File: src/rtl/flag_monitor_pkg.sv
// Shared types and default parameters for the flag monitor.
// Also holds the FSM state encoding.
package flag_monitor_pkg;

  typedef enum logic [1:0] {IDLE, QUAL, ACTIVE, DRAIN} state_e;

  localparam int DEF_WIDTH = 3;
  localparam int DEF_HOLD  = 4;
  localparam int DEF_CNT_W = 8;

endpackage

File: src/rtl/flag_pair_detect.sv
// Raises cond when any two neighbouring bits of vec are both set.
module flag_pair_detect #(
  parameter int WIDTH = 3
) (
  input  logic [WIDTH-1:0] vec,
  output logic             cond
);

  assign cond = |(vec[WIDTH-2:0] & vec[WIDTH-1:1]);

endmodule

File: src/rtl/flag_monitor.sv
// Qualifies an adjacent-pair condition over HOLD cycles and reports a flag.
// Also produces a rise pulse and a saturating event count.
module flag_monitor
  import flag_monitor_pkg::*;
#(
  parameter int WIDTH = DEF_WIDTH,
  parameter int HOLD  = DEF_HOLD,
  parameter int CNT_W = DEF_CNT_W
) (
  input  logic             clk,
  input  logic             rst_n,
  input  logic [WIDTH-1:0] in_bits,
  input  logic             sticky,
  input  logic             clr,
  output logic             flag,
  output logic             rise,
  output logic [CNT_W-1:0] event_cnt
);

  if (WIDTH < 2 || HOLD < 1 || HOLD > 255) begin : gBadParam
    $error("flag_monitor: illegal WIDTH or HOLD parameter");
  end

  localparam logic [7:0]       HOLD_LAST = 8'(HOLD - 1);
  localparam logic [CNT_W-1:0] CNT_MAX   = '1;

  logic [1:0]       rstSync_q;
  logic             rstSyncN;
  logic [WIDTH-1:0] in_q;
  logic             cond;
  state_e           state_q;
  logic [7:0]       holdCnt_q;
  logic             flag_q;
  logic             rise_q;
  logic [CNT_W-1:0] eventCnt_q;

  // Assertion is immediate, release waits two clock edges.
  always_ff @(posedge clk or negedge rst_n) begin
    if (!rst_n) rstSync_q <= 2'b00;
    else        rstSync_q <= {rstSync_q[0], 1'b1};
  end

  assign rstSyncN = rstSync_q[1];

  flag_pair_detect #(.WIDTH(WIDTH)) uPairDetect (
    .vec  (in_q),
    .cond (cond)
  );

  always_ff @(posedge clk or negedge rstSyncN) begin
    if (!rstSyncN) begin
      in_q       <= '0;
      state_q    <= IDLE;
      holdCnt_q  <= 8'd0;
      flag_q     <= 1'b0;
      rise_q     <= 1'b0;
      eventCnt_q <= '0;
    end else begin
      in_q   <= in_bits;
      rise_q <= 1'b0;
      if (clr) begin
        state_q    <= IDLE;
        holdCnt_q  <= 8'd0;
        flag_q     <= 1'b0;
        eventCnt_q <= '0;
      end else begin
        case (state_q)
          IDLE: begin
            if (cond) begin
              if (HOLD == 1) begin
                state_q <= ACTIVE;
                flag_q  <= 1'b1;
                rise_q  <= 1'b1;
                if (eventCnt_q != CNT_MAX) eventCnt_q <= eventCnt_q + CNT_W'(1);
              end else begin
                state_q   <= QUAL;
                holdCnt_q <= 8'd1;
              end
            end
          end
          QUAL: begin
            if (!cond) begin
              state_q   <= IDLE;
              holdCnt_q <= 8'd0;
            end else if (holdCnt_q == HOLD_LAST) begin
              state_q   <= ACTIVE;
              holdCnt_q <= 8'd0;
              flag_q    <= 1'b1;
              rise_q    <= 1'b1;
              if (eventCnt_q != CNT_MAX) eventCnt_q <= eventCnt_q + CNT_W'(1);
            end else begin
              holdCnt_q <= holdCnt_q + 8'd1;
            end
          end
          ACTIVE: begin
            // Flag stays up through DRAIN so a short dropout is invisible.
            if (!sticky && !cond) begin
              if (HOLD == 1) begin
                state_q <= IDLE;
                flag_q  <= 1'b0;
              end else begin
                state_q   <= DRAIN;
                holdCnt_q <= 8'd1;
              end
            end
          end
          DRAIN: begin
            if (cond) begin
              state_q   <= ACTIVE;
              holdCnt_q <= 8'd0;
            end else if (holdCnt_q == HOLD_LAST) begin
              state_q   <= IDLE;
              holdCnt_q <= 8'd0;
              flag_q    <= 1'b0;
            end else begin
              holdCnt_q <= holdCnt_q + 8'd1;
            end
          end
          default: begin
            state_q   <= IDLE;
            holdCnt_q <= 8'd0;
            flag_q    <= 1'b0;
          end
        endcase
      end
    end
  end

  assign flag      = flag_q;
  assign rise      = rise_q;
  assign event_cnt = eventCnt_q;

endmodule

File: config.mk
export PLATFORM = sky130hd
export DESIGN_NAME = flag_monitor
export DESIGN_NICKNAME = d
export VERILOG_FILES = /design/src/rtl/flag_monitor_pkg.sv /design/src/rtl/flag_pair_detect.sv /design/src/rtl/flag_monitor.sv
export SDC_FILE = /design/constraint.sdc
export NUM_CORES = 1
export LEC_CHECK = 0
export CAP_MARGIN = 20
export CELL_PAD_IN_SITES_DETAIL_PLACEMENT = 1
export CELL_PAD_IN_SITES_GLOBAL_PLACEMENT = 1
export CORE_MARGIN = 4
export CORE_UTILIZATION = 41
export DETAILED_ROUTE_END_ITERATION = 6
export PLACE_DENSITY = 0.88
export SETUP_SLACK_MARGIN = 0.02
export SYNTH_ARGS = -nofsm -noshare
export SYNTH_HDL_FRONTEND = slang
export SYNTH_SLANG_ARGS = --single-unit
File: constraint.sdc
create_clock -name clk -period 0.93 [get_ports clk]
set_input_delay 0.093 -clock clk [delete_from_list [all_inputs] [get_ports clk]]
set_output_delay 0.093 -clock clk [all_outputs]
set_load 0.01 [all_outputs]
==> results of run 1 <==
cell type report:
cell class              count  area share, %
multi-input cells          98           39.7
repair buffers             74           28.3
flip-flops and latches     25           27.5
well taps                  44           2.41
clock buffers               4           1.15
inverters                   6          0.987
metrics by stage:
stage,area [sq um],hold WS (ns)
after floorplan,1340,-0.203
after global placement,1820,0.173
after detailed placement,1820,0.187
after CTS,2090,0.191
after global routing,2280,0.173
final,2280,0.192
cells by family after synthesis:
kind of cell               after synthesis  share of synthesized area (%)
AOI/OAI and AO/OA                       37                           17.3
xor gates and xnor gates                 1                          0.667
adders and majority gates                3                           2.86
buffers and inverters                   13                           3.90
DFF                                     25                           47.6
muxes                                    3                           2.38
other                                    1                          0.285
and+or+nand+nor                         51                           25.0
repair_timing:
| action | 4_1_cts | 5_1_grt |
|---|---|---|
| gates resized for setup | 82 | 34 |
| setup endpoints to repair | 30 | 30 |
| gates cloned | 3 | 0 |
| endpoints found under the hold margin | 2 | 0 |
| hold buffers | 1 | 0 |
| pin swaps | 16 | 11 |
| buffers inserted | 11 | 8 |
cells in the final DEF (no fill, tap or decap), drive strengths merged, types with 5 or more instances in the layout:
master	Yosys	layout
nand3	11	11
and3	5	5
o21ai	6	6
a21oi	10	11
dfrtp	25	25
o31ai	6	6
clkdlybuf4s50	0	6
inv	6	6
or4	5	5
buf	2	67
a31oi	8	8
nor2	7	7
worst register-to-register path: stages (launching register included):
cell	delay [ns]
dfrtp_1	0.40
ha_2	0.22
nor4b_4	0.28
buf_4	0.22
nand4b_4	0.14
buf_6	0.16
or3_1	0.34
a21oi_1	0.22
cells in the mapped netlist (2+ instances only):
cell type / count / area [sq um]
dfrtp_1: 25 / 626
nand3_1: 11 / 55.1
a21oi_1: 10 / 50.1
a31oi_1: 8 / 50.1
nor2_1: 7 / 26.3
inv_1: 6 / 22.5
o21ai_0: 6 / 30.0
o31ai_1: 6 / 45.0
and3_1: 5 / 31.3
clkbuf_1: 5 / 18.8
or4_1: 5 / 37.5
or2_2: 4 / 25.0
ha_1: 3 / 37.5
nand2_1: 3 / 11.3
nor3_1: 3 / 15.0
o211ai_1: 3 / 22.5
buf_2: 2 / 10.0
mux2i_1: 2 / 20.0
nand2b_1: 2 / 12.5
nand4b_1: 2 / 17.5
nor2b_1: 2 / 12.5
worst min-delay path by stage:
stage / to / slack (ns) / cells past startpoint
floorplan: rstSync_q[0] / -0.20 / 0
global placement: event_cnt[7] / 0.17 / 1
detailed placement: event_cnt[7] / 0.19 / 1
CTS: event_cnt[6] / 0.19 / 1
global route: in_q[1] / 0.17 / 1
finish: event_cnt[0] / 0.19 / 1
metal layers:
metal	global-route usage [%]	part of all wire, %	vias up
met5	0	0	-
met4	15.6	6.4	0
met3	7.63	8.7	44
met2	60.8	48	159
met1	36.6	36	793
li1	-	-	648
registers in the layout, summed over array words and instances (netlist names):
register	flops
event_cnt	8
flag	1
holdCnt_q	8
in_q	3
rise	1
rstSync_q	2
state_q	2
power groups by stage:
stage / Sequential (uW) / Clock, uW / Combinational [uW]
2_1_floorplan: 1180 / 0 / 94.4
6_report: 1140 / 529 / 455
3_3_place_gp: 1150 / 0 / 244
4_1_cts: 1140 / 503 / 355
3_5_place_dp: 1160 / 0 / 271
5_1_grt: 1140 / 568 / 471
==> metrics.md, run 1 <==
| Metric | Value |
|---|---|
| Outcome | `finished with violations` |
| Failing checks | `setup timing` |
| Layout Area Growth over Synthesis | `73.6%` |
| Total track usage | `33.4%` |
| Critical-path cell list | `ha_2 -> nor4b_4 -> buf_4 -> nand4b_4 -> buf_6 -> or3_1 -> a21oi_1` |
| #FFs+latches synth | `25` |
| Syn nets | `144` |
| Initial Utilization | `43.0%` |
| CP bufs+invs | `2` |
| CTS root buf | `clkbuf_4` |
| DRT Wirelength | `7580 um` |
| Crit-path max cell delay | `0.40 ns` |
| Sequential-to-total area share from yosys stat | `47.6%` |
| Wire per inst | `30.2 um` |
| H-tree depth | `1` |
| Nets | `218` |
| Mapped Cells | `134` |
| Total Die Area | `4170 sq um` |
| Max VDD drop | `0.933 mV` |
| Share of post-route cells with drive strength above 1 | `55.6%` |
| Pint | `1490 uW` |
| Seq. cell area | `627 sq um` |
| First-pass DRT Iterations | `5` |
| Synth Flop Type | `dfrtp_1` |
| Fin util | `74.7%` |
| Register clock-pin slew on the reported worst setup and hold paths | `0.15 ns` |
| N_diodes | `0` |
| WP depth | `7` |
| Tcrit/Tclk final | `219%` |
| Largest net degree at the start of global routing | `15` |
| Layout Cells excl Fill | `251` |
| Top Family by Delay on Critical Path | `simple AND/OR/NAND/NOR gates` |
| Async SR Flop Fraction | `100%` |
| Worst Hold Class | `register to async pin` |
| Starting DRT DRC Count | `206` |
| Post-route minimum period | `2.04 ns` |
| Max cap viols | `0` |
| Combinational share of power | `21.4%` |
| Part of the power in registers | `53.7%` |
| CP endpoint | `event_cnt[0]` |
| Sink Count | `25` |
| GRT Residual Overflow | `0` |
| RR Startpoint | `holdCnt_q[1]` |
| Crit Path Class | `register to register` |
| RSZ-0062 raised after global routing | `true` |
| Hold Vio Cnt, Final | `0` |
| Die X | `64.6 um` |
| Switch share | `29.9%` |
| Post-Route Setup TNS | `-18.51 ns` |
| Setup crit start | `holdCnt_q[1]` |
| R2R depth | `7` |
| Die H | `64.6 um` |
| Setup-failing EPs final | `30` |
| First-pass GRT wire length | `10,200 um` |
| Via count of the routed design | `1,644` |
| WP data arrival | `2.30 ns` |
| Pwr per Cell Area | `931 nW/um^2` |
| Number of synthesized flops with an enable pin | `0` |
| Reg-to-reg slack, setup | `-1.11 ns` |
| Synth Area per Inst | `9.80 sq um` |
| Clock buffer depth | `2` |
| Startpoint Class | `register` |
| DRC violations left | `0` |
| Final Max Slew Viols | `0` |
| Placed cell count | `228` |
| CTS tree | `built` |
| Pwr Total | `2120 uW` |
| Synth Warn # | `0` |
| DP Worst Slack | `-0.996 ns` |
| CTS Buf Count | `3` |
| Via-to-Cell Ratio | `6.55` |
| Final Skew | `0.0195 ns` |
| CP required | `1.19 ns` |
| Row Count | `20` |
| Post-DP HPWL | `3540 um` |
| Post-Syn Area | `1310 sq um` |
| Slowest cell on crit path | `dfrtp_1` |
| Crit-path max FO | `4` |
| Vias in the first global route | `1,769` |
| Achievable Freq | `491 MHz` |
| Cell variety after synth | `35` |
| Crit. End Element | `register` |
| Clock share of power | `24.9%` |
| Switch Pwr | `636 uW` |
| Fill cells | `291` |
| Initial antenna violation count | `0` |
| GPL Wtd Cong | `0.800` |
| Final antenna-violating net count | `0` |
| Top Ports | `17` |
| Leakage power | `0.00100 uW` |
| Setup ws final | `-1.11 ns` |
| RR Endpoint | `event_cnt[0]` |
| Area of the multi-input gates | `906 sq um` |
| Core Region | `3050 sq um` |
| Clk_lat worst skew | `0.35 ns` |
| Port bufs | `16` |
Note: power is estimated with default switching activity, not from simulation.
==> inputs of run 2 (changes only) <==
==> constraint.sdc (replaced) <==
create_clock -name clk -period 0.93 [get_ports clk]
set_input_delay 0.279 -clock clk [delete_from_list [all_inputs] [get_ports clk]]
set_output_delay 0.279 -clock clk [all_outputs]
set_load 0.01 [all_outputs]
==> metrics.md, run 2 <==
| Metric | Value |
|---|---|
| Worst EP Category | `register input` |
| Post-Syn Area | `1310 sq um (unchanged)` |
| Outcome | `stopped before the end` |
| Sequential-to-total area share from yosys stat | `47.6% (unchanged)` |
| Placed cell count | `229 (+0.44%)` |
| CTS Buf Count | `3 (unchanged)` |
| Initial Utilization | `43.0% (unchanged)` |
| Async SR Flop Fraction | `100% (unchanged)` |
| Area contributors post-synth | `dfrtp_1 48%, nand3_1 4.2%, a21oi_1 3.8%, a31oi_1 3.8%, o31ai_1 3.4%` |
| Largest net degree at the start of global routing | `16` |
| Post-DP Area | `1830 sq um (+0.41%)` |
| Post-DP HPWL | `3430 um (-3.2%)` |
| H-tree depth | `1 (unchanged)` |
| Syn nets | `144 (unchanged)` |
| CTS root buf | `clkbuf_4` |
| Err | `[ERROR DPL-0033] detailed placement checks failed during check placement.` |
| GPL Wtd Cong | `0.820 (+2.6%)` |
| Number of synthesized flops with an enable pin | `0 (unchanged)` |
| Area leader, netlist | `dfrtp_1` |
| Cell variety after synth | `35 (unchanged)` |
| Mapped Cells | `134 (unchanged)` |
| Clock buffer depth | `2 (unchanged)` |
| Die H | `64.6 um (unchanged)` |
| Synth top cells by count | `25 x dfrtp_1, 11 x nand3_1, 10 x a21oi_1, 8 x a31oi_1, 7 x nor2_1` |
| Row Count | `20 (unchanged)` |
| Sink Count | `25 (unchanged)` |
| Top Ports | `17 (unchanged)` |
| Initial antenna violation count | `0` |
| Die X | `64.6 um (unchanged)` |
| #FFs+latches synth | `25 (unchanged)` |
| Top cell type's share of synthesized area | `47.6% (unchanged)` |
| Synth Flop Type | `dfrtp_1` |
| Synth Warn # | `0 (unchanged)` |
| Most frequent cell after synthesis | `dfrtp_1` |
| Worst EP post-GRT repair | `event_cnt[0]$_DFFE_PN0P_/D` |
| Port bufs | `16 (unchanged)` |
| Stopped at | `global routing (5_1_grt)` |
| Synth Area per Inst | `9.80 sq um (unchanged)` |
-- run 2: cell counts after synthesis --
Identical to the previous run, type by type.
-- run 2: kinds of logic after synthesis --
family                     after synthesis  synth area share (%)
AOI/OAI and AO/OA                       37                  17.3
muxes                                    3                  2.38
xor gates and xnor gates                 1                 0.667
buffers and inverters                   13                  3.90
DFF                                     25                  47.6
other                                    1                 0.285
and+or+nand+nor                         51                  25.0
adders and majority gates                3                  2.86
-- run 2: repair_timing --
item                                    CTS
setup buffers                            14
hold buffers                              0
pin swaps                                14
gates cloned                              3
gates resized for setup                  80
endpoints found under the setup margin   30
-- run 2: metrics by stage --
step | worst slack, ns | utilization [%] | hold slack [ns]
2_1_floorplan | -0.853 | - | -0.0166
3_5_place_dp | -1.10 | 59.8 | 0.218
3_3_place_gp | -0.766 | 59.8 | 0.171
4_1_cts | -0.928 | 68.9 | 0.0885
==> inputs of run 3 (changes only) <==
--- a/config.mk
+++ b/config.mk
@@ -6,13 +6,10 @@
 export NUM_CORES = 1
 export LEC_CHECK = 0
 export CAP_MARGIN = 20
-export CELL_PAD_IN_SITES_DETAIL_PLACEMENT = 1
-export CELL_PAD_IN_SITES_GLOBAL_PLACEMENT = 1
 export CORE_MARGIN = 4
-export CORE_UTILIZATION = 41
+export CORE_UTILIZATION = 30
 export DETAILED_ROUTE_END_ITERATION = 6
-export PLACE_DENSITY = 0.88
-export SETUP_SLACK_MARGIN = 0.02
+export PLACE_DENSITY_LB_ADDON = 0.15
 export SYNTH_ARGS = -nofsm -noshare
 export SYNTH_HDL_FRONTEND = slang
 export SYNTH_SLANG_ARGS = --single-unit
==> metrics.md, run 3 (synthesis gave the netlist of run 1 again) <==
| Metric | Value |
|---|---|
| Register clock-pin slew on the reported worst setup and hold paths | `0.10 ns` |
| Leakage power | `0.000947 uW` |
| Pwr per Cell Area | `1030 nW/um^2` |
| Top Ports | `17 (unchanged)` |
| Layout Area Growth over Synthesis | `59.7%` |
| DRT Wirelength | `3590 um` |
| First-pass GRT wire length | `5950 um` |
| GRT Residual Overflow | `0` |
| Clk_lat worst skew | `0.28 ns` |
| Initial antenna violation count | `0` |
| Die H | `74.2 um (+15%)` |
| CTS tree | `built` |
| Die X | `74.2 um (+15%)` |
| Setup ws final | `-0.804 ns` |
| Outcome | `finished with violations` |
| Layout Cells excl Fill | `251` |
| Failing checks | `setup timing` |
| Placed cell count | `237 (+3.5%)` |
| DRC violations left | `0` |
| CTS root buf | `clkbuf_8` |
| GPL Wtd Cong | `0.724 (-12%)` |
| Hold Vio Cnt, Final | `0` |
| Post-DP HPWL | `2420 um (-29%)` |
| Crit Path Class | `register to register` |
| CTS Buf Count | `3 (unchanged)` |
| Achievable Freq | `577 MHz` |
| Via-to-Cell Ratio | `5.12` |
| Commonest cells after routing, fill and taps aside | `44 x buf_4, 25 x dfrtp_1, 14 x buf_6` |
| Clock buffer depth | `2 (unchanged)` |
| Share of post-route cells with drive strength above 1 | `45.3%` |
| Final Skew | `0.00939 ns` |
| RSZ-0062 raised after global routing | `true` |
| Max cap viols | `0` |
| Final Max Slew Viols | `0` |
| WP data arrival | `1.95 ns` |
| Wire per inst | `14.3 um` |
| Fill cells | `365` |
| Initial Utilization | `31.9% (-11 points)` |
| Tcrit/Tclk final | `186%` |
| Nets | `212` |
| Core Region | `4120 sq um` |
| Vias in the first global route | `1,292` |
| Final antenna-violating net count | `0` |
| H-tree depth | `1 (unchanged)` |
| Starting DRT DRC Count | `44` |
| CP required | `1.15 ns` |
| Worst Hold Class | `input port to async pin` |
| Max VDD drop | `0.667 mV` |
| Post-route minimum period | `1.73 ns` |
| Port bufs | `16 (unchanged)` |
| Largest net degree at the start of global routing | `24` |
| Pwr Total | `2150 uW` |
| Total track usage | `13.9%` |
| Most common cell after layout, fill and taps aside | `buf_4` |
| Startpoint Class | `register` |
| Crit. End Element | `register` |
| Crit-path max FO | `5` |
| Setup-failing EPs final | `30` |
| Total Die Area | `5500 sq um` |
| Row Count | `23 (+15%)` |
| Sink Count | `25 (unchanged)` |
| N_diodes | `0` |
| Via count of the routed design | `1,285` |
| First-pass DRT Iterations | `4` |
[run 3: where the power goes]
| group | switching, uW | internal [uW] | total (uW) |
|---|---|---|---|
| clock network | 385 | 304 | 690 |
| registers | 15.5 | 1120 | 1130 |
| logic | 160 | 172 | 332 |
[run 3: final cells by class]
cell class,count,area (sq um),share of cell area [%]
multi-input combinational,97,766,36.5
tap,50,62.6,2.98
clock buffer,3,41.3,1.97
clock inverter,1,7.51,0.358
sequential,25,626,29.8
inverter,6,22.5,1.07
timing repair buffer,69,573,27.3
[run 3: repair_timing]
item,in CTS,in global routing
hold buffers,0,0
setup endpoints to repair,30,30
pin swaps,5,4
gates resized for setup,70,11
buffers inserted,8,2
gates cloned,2,0
[run 3: routing by layer]
layer	up-vias	track usage, %	wire [um]
met1	614	18.8	1640
met4	0	3.62	13
met2	28	22.7	1780
met5	-	0	0
met3	2	2.70	152
li1	641	-	-
[run 3: worst paths after layout]
| kind | start | to | slack (ns) | cells after the start |
|---|---|---|---|---|
| max in group asynchronous | rstSync_q[1] | holdCnt_q[6] | 0.45 | 1 |
| hold reg to reg | rstSync_q[1] | flag | 0.23 | 1 |
| setup reg to reg | holdCnt_q[1] | event_cnt[2] | -0.80 | 6 |
| min in group clk | rstSync_q[0] | rstSync_q[1] | 0.37 | 0 |
| hold / removal | rst_n | rstSync_q[0] | 0.15 | 1 |
| setup / recovery | holdCnt_q[1] | event_cnt[2] | -0.80 | 6 |
[run 3: through the flow]
step	cell area [sq um]	hold WS [ns]	TNS, ns	util, %	setup slack (ns)
after CTS	2050	0.140	-15.27	49.8	-0.776
after global placement	1850	0.232	-17.13	44.9	-0.813
after floorplan	1340	-0.0166	-11.76	-	-0.853
after global routing	2100	0.134	-17.40	51.0	-0.886
after detailed placement	1850	0.238	-17.88	44.9	-0.861
final	2100	0.146	-15.10	51.0	-0.804
[run 3: critical path, stage by stage (launching register included)]
cell and delay, ns:
dfrtp_1 0.37, ha_2 0.18, nor4b_4 0.18, buf_4 0.18
nand4b_4 0.13, or4_4 0.52, a21oi_2 0.13
==> inputs of run 4 (changes only) <==
--- a/config.mk
+++ b/config.mk
@@ -6,8 +6,10 @@
 export NUM_CORES = 1
 export LEC_CHECK = 0
 export CAP_MARGIN = 20
+export CORE_ASPECT_RATIO = 1.2
 export CORE_MARGIN = 4
 export CORE_UTILIZATION = 30
+export CTS_CLUSTER_SIZE = 28
 export DETAILED_ROUTE_END_ITERATION = 6
 export PLACE_DENSITY_LB_ADDON = 0.15
 export SYNTH_ARGS = -nofsm -noshare
==> metrics.md, run 4 (synthesis gave the netlist of run 1 again) <==
| Metric | Value |
|---|---|
| Vias in the first global route | `1,329 (+2.9%)` |
| Pint | `1590 uW (+0.11%)` |
| GPL Wtd Cong | `0.798 (+10%)` |
| Startpoint Class | `register` |
| Via-to-Cell Ratio | `4.97 (-2.9%)` |
| Final antenna-violating net count | `0 (unchanged)` |
| Commonest cells after routing, fill and taps aside | `35 x buf_4, 25 x dfrtp_1, 22 x buf_6` |
| Switch share | `25.2% (-0.81 points)` |
| Register clock-pin slew on the reported worst setup and hold paths | `0.10 ns (about the same)` |
| First-pass DRT Iterations | `4 (unchanged)` |
| CP required | `1.13 ns (-0.02 ns)` |
| Crit-path max FO | `5 (unchanged)` |
| Seq. cell area | `626 sq um (unchanged)` |
| Fin util | `49.9% (-1.1 points)` |
| Leakage power | `0.000959 uW (+1.3%)` |
| Nets | `209 (-1.4%)` |
| Fill cells | `397 (+8.8%)` |
| Switch Pwr | `538 uW (-4.1%)` |
| Die H | `80.5 um (+8.5%)` |
| Total track usage | `15.1% (+1.2 points)` |
| N_diodes | `0 (unchanged)` |
| Area of the multi-input gates | `757 sq um (-1.1%)` |
| Final Skew | `0.00868 ns (-0.000714 ns)` |
| Final Max Slew Viols | `0 (unchanged)` |
| Total Die Area | `5510 sq um (about the same)` |
| Via count of the routed design | `1,262 (-1.8%)` |
| Starting DRT DRC Count | `115 (+160%)` |
| Post-route minimum period | `1.70 ns (-0.0338 ns)` |
| Crit. End Element | `register` |
| Setup-failing EPs final | `30 (unchanged)` |
| CTS root buf | `clkbuf_8` |
| Layout Area Growth over Synthesis | `61.9%` |
| DRC violations left | `0 (unchanged)` |
| Max VDD drop | `0.522 mV (-22%)` |
| Hold Vio Cnt, Final | `0 (unchanged)` |
| Initial Utilization | `30.8% (-1.1 points)` |
| Part of the power in registers | `53.1% (+0.5 points)` |
| Layout Cells excl Fill | `254 (+1.2%)` |
| WP data arrival | `1.90 ns (-0.05 ns)` |
| Sink Count | `25 (unchanged)` |
| Failing checks | `setup timing` |
| GRT Residual Overflow | `0 (unchanged)` |
| First-pass GRT wire length | `6270 um (+5.2%)` |
| RR Startpoint | `holdCnt_q[1]` |
| DRT Wirelength | `3680 um (+2.5%)` |
| Port bufs | `16 (unchanged)` |
| Outcome | `finished with violations` |
| Setup crit start | `holdCnt_q[1]` |
| Largest net degree at the start of global routing | `24 (unchanged)` |
| RSZ-0062 raised after global routing | `true` |
| Combinational share of power | `16.2% (+0.8 points)` |
| Post-DP HPWL | `2470 um (+1.7%)` |
| Top Ports | `17 (unchanged)` |
| CTS Buf Count | `3 (unchanged)` |
| Most common cell after layout, fill and taps aside | `buf_4` |
| Die X | `68.4 um (-7.8%)` |
| Share of post-route cells with drive strength above 1 | `43.9% (-1.3 points)` |
| Setup ws final | `-0.770 ns (+0.0338 ns)` |
| Clk_lat worst skew | `0.27 ns (about the same)` |
| Achievable Freq | `588 MHz (+2.0%)` |
| H-tree depth | `1 (unchanged)` |
| CTS tree | `built` |
| Clock share of power | `30.7% (-1.3 points)` |
| Pwr per Cell Area | `1000 nW/um^2 (-2.3%)` |
| Max cap viols | `0 (unchanged)` |
| Crit Path Class | `register to register` |
| Tcrit/Tclk final | `183% (-3.6 points)` |
| Wire per inst | `14.5 um (+1.3%)` |
| Placed cell count | `238 (+0.42%)` |
| Worst Hold Class | `input port to async pin` |
| Row Count | `26 (+13%)` |
| Clock buffer depth | `2 (unchanged)` |
| Initial antenna violation count | `0 (unchanged)` |
| Core Region | `4260 sq um (+3.6%)` |
[run 4: final timing paths]
kind	slack [ns]	end	cells past startpoint
max	-0.77	event_cnt[0]	7
min	0.16	rstSync_q[1]	1
max reg2reg	-0.77	event_cnt[0]	7
min reg2reg	0.23	in_q[2]	1
max in group asynchronous	0.46	holdCnt_q[5]	1
min in group clk	0.36	rstSync_q[1]	0
[run 4: critical path, stage by stage (launching register included)]
cell and delay (ns):
dfrtp_1 0.36, ha_2 0.18, nor4b_4 0.20, buf_6 0.17
nand4b_4 0.14, buf_6 0.15, or3_4 0.32, a21oi_2 0.12
[run 4: routing by layer]
metal | GRT usage, % | wire [um] | vias up
met5 | 0 | 0 | -
met4 | 2.98 | 15 | 0
met3 | 2.52 | 87 | 2
met2 | 26.7 | 1990 | 15
met1 | 18.7 | 1590 | 614
li1 | - | - | 631
[run 4: power by group through the flow]
stage	Clock, uW	Combinational (uW)	Sequential (uW)
after CTS	675	335	1130
final	655	345	1130
after global routing	720	374	1140
after detailed placement	0	286	1150
after floorplan	0	94.4	1180
after global placement	0	279	1150
[run 4: layout make-up]
type	count	share of cell area [%]
clock buffers	3	1.94
clock inverters	1	0.235
inverters	6	1.06
multi-input cells	97	35.6
flip-flops and latches	25	29.4
well taps	56	3.29
repair buffers	66	28.5
[run 4: stage by stage]
| stage | power, uW | setup TNS, ns | setup slack [ns] | hold slack [ns] | cell area (sq um) |
|---|---|---|---|---|---|
| floorplan | 1270 | -11.76 | -0.853 | -0.0166 | 1340 |
| global placement | 1430 | -17.82 | -0.843 | 0.228 | 1830 |
| detailed placement | 1440 | -18.26 | -0.907 | 0.235 | 1830 |
| CTS | 2140 | -15.30 | -0.773 | 0.153 | 2060 |
| global route | 2230 | -17.24 | -0.872 | 0.140 | 2130 |
| finish | 2130 | -14.93 | -0.770 | 0.156 | 2130 |
[run 4: repair_timing]
action,4_1_cts,5_1_grt
gates cloned,2,0
resized for setup,71,14
buffers inserted,10,3
setup endpoints to repair,30,30
hold buffers,0,0
hold endpoints to repair,0,0
pin swaps,7,2
